$ cat src/rtl/conv_window_gen_if.sv
// Pixel/line-FIFO stream into the window generator and window/status results out.
// The master side is the pixel source. The slave side is conv_window_gen.
interface conv_window_gen_if #(
   parameter int WID  = 8,
   parameter int ADDR = 10
);
   logic              frame_start;
   logic [ADDR-1:0]   row_length;
   logic [ADDR-1:0]   num_rows;
   logic              pix_valid;
   logic [WID-1:0]    pix_i;
   logic [WID-1:0]    line1_i;
   logic [WID-1:0]    line2_i;
   logic              fifo_shift_o;
   logic              fifo_rst_o;
   logic [9*WID-1:0]  win_o;
   logic              win_valid_o;
   logic              frame_done_o;
   logic              cfg_err_o;

   modport master (
      output frame_start, row_length, num_rows, pix_valid, pix_i, line1_i, line2_i,
      input  fifo_shift_o, fifo_rst_o, win_o, win_valid_o, frame_done_o, cfg_err_o
   );

   modport slave (
      input  frame_start, row_length, num_rows, pix_valid, pix_i, line1_i, line2_i,
      output fifo_shift_o, fifo_rst_o, win_o, win_valid_o, frame_done_o, cfg_err_o
   );
endinterface

$ cat src/rtl/conv_window_gen.sv
// 3x3 convolution window generator placed after the two cascaded line FIFOs.
// It shifts one column {row r-2, row r-1, row r} per accepted pixel and tracks
// the row and column position. It flags in-image windows and strobes the line
// FIFOs so that their outputs stay aligned with the pixel stream.
module conv_window_gen #(
   parameter int WID  = 8,
   parameter int ADDR = 10
) (
   input  logic             clk,
   input  logic             rst,
   conv_window_gen_if.slave bus
);

   typedef enum logic [1:0] {IDLE, RUN, DONE} state_t;

   localparam logic [ADDR-1:0] DIM_MIN = ADDR'(3);
   localparam logic [ADDR-1:0] ONE     = ADDR'(1);
   localparam logic [ADDR-1:0] TWO     = ADDR'(2);

   state_t                     state, state_nxt;
   logic [ADDR-1:0]            col_cnt, row_cnt;
   logic [ADDR-1:0]            row_len_q, num_rows_q;
   logic [2:0][2:0][WID-1:0]   win;        // win[row][col], row0/col0 oldest
   logic                       win_valid_q;
   logic                       cfg_err_q;
   logic                       acc;
   logic                       last_pix;
   logic                       col_last;

   // A new frame always wins over a pixel in the same cycle.
   assign acc      = bus.pix_valid && (state == RUN) && !bus.frame_start;
   assign col_last = (col_cnt == row_len_q - ONE);
   assign last_pix = col_last && (row_cnt == num_rows_q - ONE);

   // State register
   always_ff @(posedge clk or negedge rst) begin
      if (!rst) state <= IDLE;
      else      state <= state_nxt;
   end

   // Next state and the strobes derived from state
   always_comb begin
      state_nxt        = state;
      bus.fifo_shift_o = acc;
      bus.fifo_rst_o   = bus.frame_start;
      bus.frame_done_o = (state == DONE);
      case (state)
         IDLE:    state_nxt = IDLE;
         RUN:     if (acc && last_pix) state_nxt = DONE;
         DONE:    state_nxt = IDLE;
         default: state_nxt = IDLE;
      endcase
      if (bus.frame_start) state_nxt = RUN;
   end

   // Latch the frame dimensions. Any dimension too small for a 3x3 window is clamped and flagged.
   always_ff @(posedge clk or negedge rst) begin
      if (!rst) begin
         row_len_q  <= DIM_MIN;
         num_rows_q <= DIM_MIN;
         cfg_err_q  <= 1'b0;
      end else if (bus.frame_start) begin
         row_len_q  <= (bus.row_length < DIM_MIN) ? DIM_MIN : bus.row_length;
         num_rows_q <= (bus.num_rows   < DIM_MIN) ? DIM_MIN : bus.num_rows;
         cfg_err_q  <= (bus.row_length < DIM_MIN) || (bus.num_rows < DIM_MIN);
      end
   end

   // Position counters. Each column wrap advances the row.
   always_ff @(posedge clk or negedge rst) begin
      if (!rst) begin
         col_cnt <= '0;
         row_cnt <= '0;
      end else if (bus.frame_start) begin
         col_cnt <= '0;
         row_cnt <= '0;
      end else if (acc) begin
         if (col_last) begin
            col_cnt <= '0;
            row_cnt <= row_cnt + ONE;
         end else begin
            col_cnt <= col_cnt + ONE;
         end
      end
   end

   // Window shift register. The newest column enters at col2 and the rest shift left.
   always_ff @(posedge clk or negedge rst) begin
      if (!rst) begin
         win <= '0;
      end else if (bus.frame_start) begin
         win <= '0;
      end else if (acc) begin
         for (int r = 0; r < 3; r++) begin
            win[r][0] <= win[r][1];
            win[r][1] <= win[r][2];
         end
         win[0][2] <= bus.line2_i;
         win[1][2] <= bus.line1_i;
         win[2][2] <= bus.pix_i;
      end
   end

   // A window is complete once two earlier rows and two earlier columns of this row exist.
   always_ff @(posedge clk or negedge rst) begin
      if (!rst) win_valid_q <= 1'b0;
      else      win_valid_q <= acc && (row_cnt >= TWO) && (col_cnt >= TWO);
   end

   assign bus.win_o       = win;
   assign bus.win_valid_o = win_valid_q;
   assign bus.cfg_err_o   = cfg_err_q;

endmodule
$ cat src/flat_wrapper.sv
// flat-port wrapper written by rule: the top's interface ports become plain ports
module conv_window_gen_flat 
#(
   parameter int WID  = 8,
   parameter int ADDR = 10
)
  (clk, rst, bus_frame_start, bus_row_length, bus_num_rows, bus_pix_valid, bus_pix_i, bus_line1_i, bus_line2_i, bus_fifo_shift_o, bus_fifo_rst_o, bus_win_o, bus_win_valid_o, bus_frame_done_o, bus_cfg_err_o);
  conv_window_gen_if #(.WID(WID), .ADDR(ADDR)) bus_i ();
  input  logic clk;
  input  logic rst;
  input wire logic [$bits(bus_i.frame_start)-1:0] bus_frame_start;
  input wire logic [$bits(bus_i.row_length)-1:0] bus_row_length;
  input wire logic [$bits(bus_i.num_rows)-1:0] bus_num_rows;
  input wire logic [$bits(bus_i.pix_valid)-1:0] bus_pix_valid;
  input wire logic [$bits(bus_i.pix_i)-1:0] bus_pix_i;
  input wire logic [$bits(bus_i.line1_i)-1:0] bus_line1_i;
  input wire logic [$bits(bus_i.line2_i)-1:0] bus_line2_i;
  output wire logic [$bits(bus_i.fifo_shift_o)-1:0] bus_fifo_shift_o;
  output wire logic [$bits(bus_i.fifo_rst_o)-1:0] bus_fifo_rst_o;
  output wire logic [$bits(bus_i.win_o)-1:0] bus_win_o;
  output wire logic [$bits(bus_i.win_valid_o)-1:0] bus_win_valid_o;
  output wire logic [$bits(bus_i.frame_done_o)-1:0] bus_frame_done_o;
  output wire logic [$bits(bus_i.cfg_err_o)-1:0] bus_cfg_err_o;
  assign bus_i.frame_start = bus_frame_start;
  assign bus_i.row_length = bus_row_length;
  assign bus_i.num_rows = bus_num_rows;
  assign bus_i.pix_valid = bus_pix_valid;
  assign bus_i.pix_i = bus_pix_i;
  assign bus_i.line1_i = bus_line1_i;
  assign bus_i.line2_i = bus_line2_i;
  assign bus_fifo_shift_o = bus_i.fifo_shift_o;
  assign bus_fifo_rst_o = bus_i.fifo_rst_o;
  assign bus_win_o = bus_i.win_o;
  assign bus_win_valid_o = bus_i.win_valid_o;
  assign bus_frame_done_o = bus_i.frame_done_o;
  assign bus_cfg_err_o = bus_i.cfg_err_o;
  conv_window_gen #(.WID(WID), .ADDR(ADDR)) u_core (.clk(clk), .rst(rst), .bus(bus_i));
endmodule
$ cat config.mk
export PLATFORM = sky130hd
export DESIGN_NAME = conv_window_gen_flat
export DESIGN_NICKNAME = d
export VERILOG_FILES = /design/src/rtl/conv_window_gen_if.sv /design/src/rtl/conv_window_gen.sv /design/src/flat_wrapper.sv
export SDC_FILE = /design/constraint.sdc
export NUM_CORES = 1
export LEC_CHECK = 0
export ABC_AREA = 1
export CORE_MARGIN = 2
export CORE_UTILIZATION = 46
export CTS_BUF_LIST = sky130_fd_sc_hd__clkbuf_16
export DETAILED_ROUTE_END_ITERATION = 8
export GPL_ROUTABILITY_DRIVEN = 1
export HOLD_SLACK_MARGIN = 0.05
export PLACE_DENSITY = 0.84
export SYNTH_ARGS = -nofsm -noshare
export SYNTH_HDL_FRONTEND = slang
export SYNTH_SLANG_ARGS = --single-unit
$ cat constraint.sdc
create_clock -name clk -period 1.8 [get_ports clk]
set_input_delay 0.36 -clock clk [delete_from_list [all_inputs] [get_ports clk]]
set_output_delay 0.36 -clock clk [all_outputs]
set_load 0.05 [all_outputs]
Yosys cells after proc, flatten, opt, wreduce, memory -nomap -nowiden:

Index checks and enable logic that the tools add are counted.

* register bits after elaboration: 116
* bits in read-only memories: 0
* bits of input ports: 48
* bits in latches: 0
* RAM bits: 0
* memories kept: 0

* multiply operators: 0
* shift operators: 0
* div/mod/pow operators: 0
* add/sub/neg operators: 4
* reduce and logical (&&, ||, !) cells: 11
* equality and inequality tests: 5
* bitwise logic cells: 0
* muxes and demuxes: 13
* magnitude comparators: 4

Operator list (number)
* 72-bit 2-to-1 mux: 2
* 10-bit 2-to-1 mux: 8
* 10-bit by 1-bit adder with 10-bit output (second input constant): 2
* 10-bit equality test: 2
* 10-bit by 2-bit >= comparator with 1-bit output (second input constant): 2
* 10-bit by 2-bit less-than comparator with 1-bit output (second input constant): 2
* 10-bit by 1-bit subtractor with 10-bit output (second input constant): 2
* 1-bit logical AND: 6
* 2-bit 2-to-1 mux: 3
* 2-bit nonzero test: 2
* 3-bit inequality test (second input constant): 1
* 2-bit by 1-bit equality test with 1-bit output (second input constant): 1
* 2-bit equality test (second input constant): 1
* 2-bit AND reduction: 1
* 1-bit logical NOT: 1
* 1-bit logical OR: 1

Longest topological paths before layout:

* word-level depth: 7
* depth in mapped cells: 15

Least setup slack after synthesis:

OpenSTA, ideal clock, no wires.

* path type: register to register
* start point: reg u_core.row_len_q[0]
* end point: reg u_core.row_cnt[4]
* path slack: -0.128 ns
* period minus slack after synthesis: 1.928 ns
* buffers on the path: 1
* cell stages (with the launch flop): 16
* arrival: 1.811 ns
* cell sequence: dfstp_2 -> inv_1 -> ha_1 -> nand2_2 -> nand2_1 -> nand2_1 -> nand2_1 -> nand2_1 -> nand2_1 -> nor2_1 -> nand3_2 -> nand2_4 -> nand2_4 -> buf_6 -> nand2_1 -> nand2_1

* longest elaborated chain between the ends: 4

RTL lines
* from (decl): RTL line conv_window_gen.sv:22 `logic [ADDR-1:0] row_len_q, num_rows_q;`
* from (signal assigned): RTL line conv_window_gen.sv:63 `row_len_q <= (bus.row_length < DIM_MIN) ? DIM_MIN : bus.row_length;`
* 10-bit by 1-bit subtractor with 10-bit output: RTL line conv_window_gen.sv:32 `assign col_last = (col_cnt == row_len_q - ONE);`
* 10-bit equality test: RTL line conv_window_gen.sv:32
* 2-bit nonzero test (no line)
* 2-bit AND reduction (no line)
* to (signal assigned): RTL line conv_window_gen.sv:80 `row_cnt <= row_cnt + ONE;`
* to (decl): RTL line conv_window_gen.sv:21 `logic [ADDR-1:0] col_cnt, row_cnt;`

Every way passes these cells.
A chain may end at the register's enable or synchronous reset.

Worst setup path after layout:

* start point: reg u_core.row_len_q[0]
* end point: reg u_core.row_cnt[6]

The elaborated chain is that of the path after synthesis.

==> impl_metrics.json <==
{
  "io_buffers": 124,
  "final-setup-viol-count": 21,
  "critPathArrivalTime_ns": 2.27,
  "cp.required_ns": 2.10,
  "clockRootBuffer": "clkbuf_16",
  "cts_buffer_depth": 2,
  "grt_pass1_wl_um": 24800,
  "period_share": 1.10,
  "grt_setup_unrepaired": "yes",
  "min_period_ns": 1.97,
  "fin_ws_ns": -0.174,
  "crit_path_start_kind": "flop",
  "routabilityCongestion": 0.896,
  "fp-row-count": 40,
  "synth_top_area_cell": "dfrtp_1",
  "drtIter0Drc": 397,
  "track_usage": 0.242,
  "min_path_type": "input pin to asynchronous set/reset pin",
  "start_util": 0.467,
  "synth_cells": 684,
  "tns_ns": -2.59,
  "yosysSeqAreaShare": 0.523,
  "antenna_left": 0,
  "viasPerCell": 5.17,
  "worst_pin_slew_ns": 0.481,
  "dpl-instance-area_mm2": 0.00700,
  "area_growth_pct": 41.5,
  "maxSlewHeadroom": 0.679,
  "core_mm2": 0.0119,
  "avgSynthCellArea_um2": 8.13,
  "drc_errors": 0,
  "synth_seq_cells": 116,
  "cts_inserted_buffers": 17,
  "slew_violations": 0,
  "antenna_found_initial": 0,
  "synthDistinctLibCells": 31,
  "synth_area_mm2": 0.00556,
  "drt_wl_total_um": 15200,
  "die_x_um": 114,
  "design_area_mm2": 0.00787,
  "htree_num_levels": 4,
  "clk_pin_slew_ns": 0.06,
  "ys_top_cells_by_area": "dfrtp_1, nand2_1, inv_1",
  "holdWs_ns": 0.390,
  "cts.sinks": 116,
  "netlist.area_leader.share": 0.504,
  "place_inst": 959,
  "worstSetupPathType": "flop to flop",
  "power_leakage_nw": 3.82,
  "grt_overflow": 0,
  "drv_cap": 0,
  "crit_fanout": 5,
  "hold_violations": 0,
  "antenna_cells": 0,
  "drtPass1Iterations": 5,
  "vias": 5168,
  "fmax_mhz": 507,
  "grt_pass1_vias": 5081,
  "syn_nets": 738,
  "nets": 894,
  "power_mw": 7.33,
  "yosys_warnings": 0,
  "ios": 125,
  "ff2ff_path_depth": 13,
  "vdd_drop_max_v": 0.000664,
  "fin_cells": 1000,
  "dieArea_mm2": 0.0130,
  "clk_latency_ns": 0.42,
  "skew_ns": 0.0147,
  "run_status": "finished with violations",
  "wl_per_cell_um": 15.2,
  "grt_max_degree": 51,
  "power_density_mw_per_mm2": 932,
  "tritoncts": "done",
  "drive_gt1_frac": 0.247,
  "violations": "setup timing",
  "hpwlAfterDp_um": 10100,
  "end_kind": "flop",
  "die_y_um": 114
}
-- synth_stat cells --
library cell and count:
a21oi_1 2, a221oi_1 1, a22oi_1 2, a31oi_1 1
and3_1 1, buf_4 2, buf_6 1, clkbuf_1 25
clkinv_1 1, dfrtp_1 112, dfstp_2 4, ha_1 6
inv_1 101, inv_2 2, nand2_1 181, nand2_2 2
nand2_4 2, nand3_1 42, nand3_2 2, nand3b_1 2
nand4_1 7, nor2_1 46, nor2_2 2, nor2_4 1
nor3_1 8, nor3b_1 1, nor4_1 7, o21ai_0 70
o22ai_1 24, xnor2_1 10, xor2_1 16
-- final cells by class --
| class | instances | area (um2) |
|---|---|---|
| clock inverter | 15 | 156 |
| multi-input combinational | 436 | 2340 |
| tap | 147 | 184 |
| timing repair buffer | 165 | 1450 |
| inverter | 104 | 399 |
| fill | 929 | 4050 |
| sequential | 116 | 2910 |
| clock buffer | 17 | 425 |
-- report_power, final --
part / total, mW / switching [mW] / internal [mW]
Combinational: 1.18 / 0.733 / 0.446
Clock: 3.33 / 1.29 / 2.04
Sequential: 2.82 / 0.0965 / 2.72
Total: 7.33 / 2.11 / 5.21
-- routing by layer --
metal | track usage | vias up | wire length [um]
li1 | - | 2481 | -
met1 | 0.308 | 2422 | 6360
met4 | 0.0886 | 0 | 237
met5 | 0 | - | 0
met3 | 0.0962 | 26 | 1550
met2 | 0.377 | 239 | 7020
-- flip-flops by register name, summed over array words and instances, names as in the netlist --
signal,flops
u_core.bus.win_o,72
u_core.col_cnt,10
u_core.num_rows_q,10
u_core.row_cnt,10
u_core.row_len_q,10
u_core.state,2
u_core.bus.cfg_err_o,1
u_core.bus.win_valid_o,1
-- layout by cell type, fill, tap and decap left out, types with 5 or more instances in the layout --
master / n
xnor2_1: 8
nand4_1: 7
buf_4: 108
buf_12: 5
nor3_1: 7
inv_6: 5
dfrtp_1: 112
inv_2: 7
clkbuf_16: 18
nor2_1: 35
nor4_1: 7
nand2_4: 6
o22ai_1: 24
clkdlybuf4s50_1: 46
xor2_1: 16
nor2_2: 10
o21ai_0: 69
inv_1: 94
nand2_2: 18
nand3_1: 39
nand2_1: 160
-- worst paths after layout --
| path | start | end | slack [ns] |
|---|---|---|---|
| max | u_core.row_len_q[0] | u_core.row_cnt[6] | -0.17 |
| max in group asynchronous | rst | u_core.num_rows_q[0] | 0.83 |
| max reg2reg | u_core.row_len_q[0] | u_core.row_cnt[6] | -0.17 |
| min in group clk | u_core.bus.win_o[52] | u_core.bus.win_o[52] | 0.49 |
| min | rst | u_core.bus.win_o[7] | 0.39 |
| min reg2reg | u_core.bus.win_o[52] | u_core.bus.win_o[52] | 0.49 |
-- cells by family after synthesis --
group,count (synthesis),synth area share
buffers and inverters,132,0.0918
adders and majority gates,6,0.0135
and+or+nand+nor,304,0.233
DFF,116,0.523
AOI/OAI and AO/OA,100,0.0972
xor gates and xnor gates,26,0.0410
-- worst max-delay path, stage by stage, from the launching register on --
cell,delay [ns]
dfstp_2,0.55
inv_2,0.05
ha_4,0.18
nand2_4,0.08
buf_6,0.10
nor2_4,0.04
xnor2_2,0.13
nor2_2,0.15
nand3_4,0.11
nand2_4,0.11
nand2_8,0.07
clkbuf_16,0.16
nand2_1,0.05
nand2_1,0.06
-- through the flow --
step            util  worst slack, ns
3_3_place_gp   0.588           -0.133
2_1_floorplan      -          -0.0293
4_1_cts        0.642           -0.138
5_1_grt        0.660           -0.266
6_report       0.660           -0.174
3_5_place_dp   0.588           -0.134
-- repair_timing --
item / in CTS / in global routing
hold endpoints to repair: 18 / 0
buffers inserted: 3 / 4
hold buffers: 1 / 0
cloned: 0 / 1
pin swaps: 9 / 17
setup endpoints to repair: 24 / 23
resized for setup: 9 / 49
No activity file was read; power rests on OpenSTA's default activity.
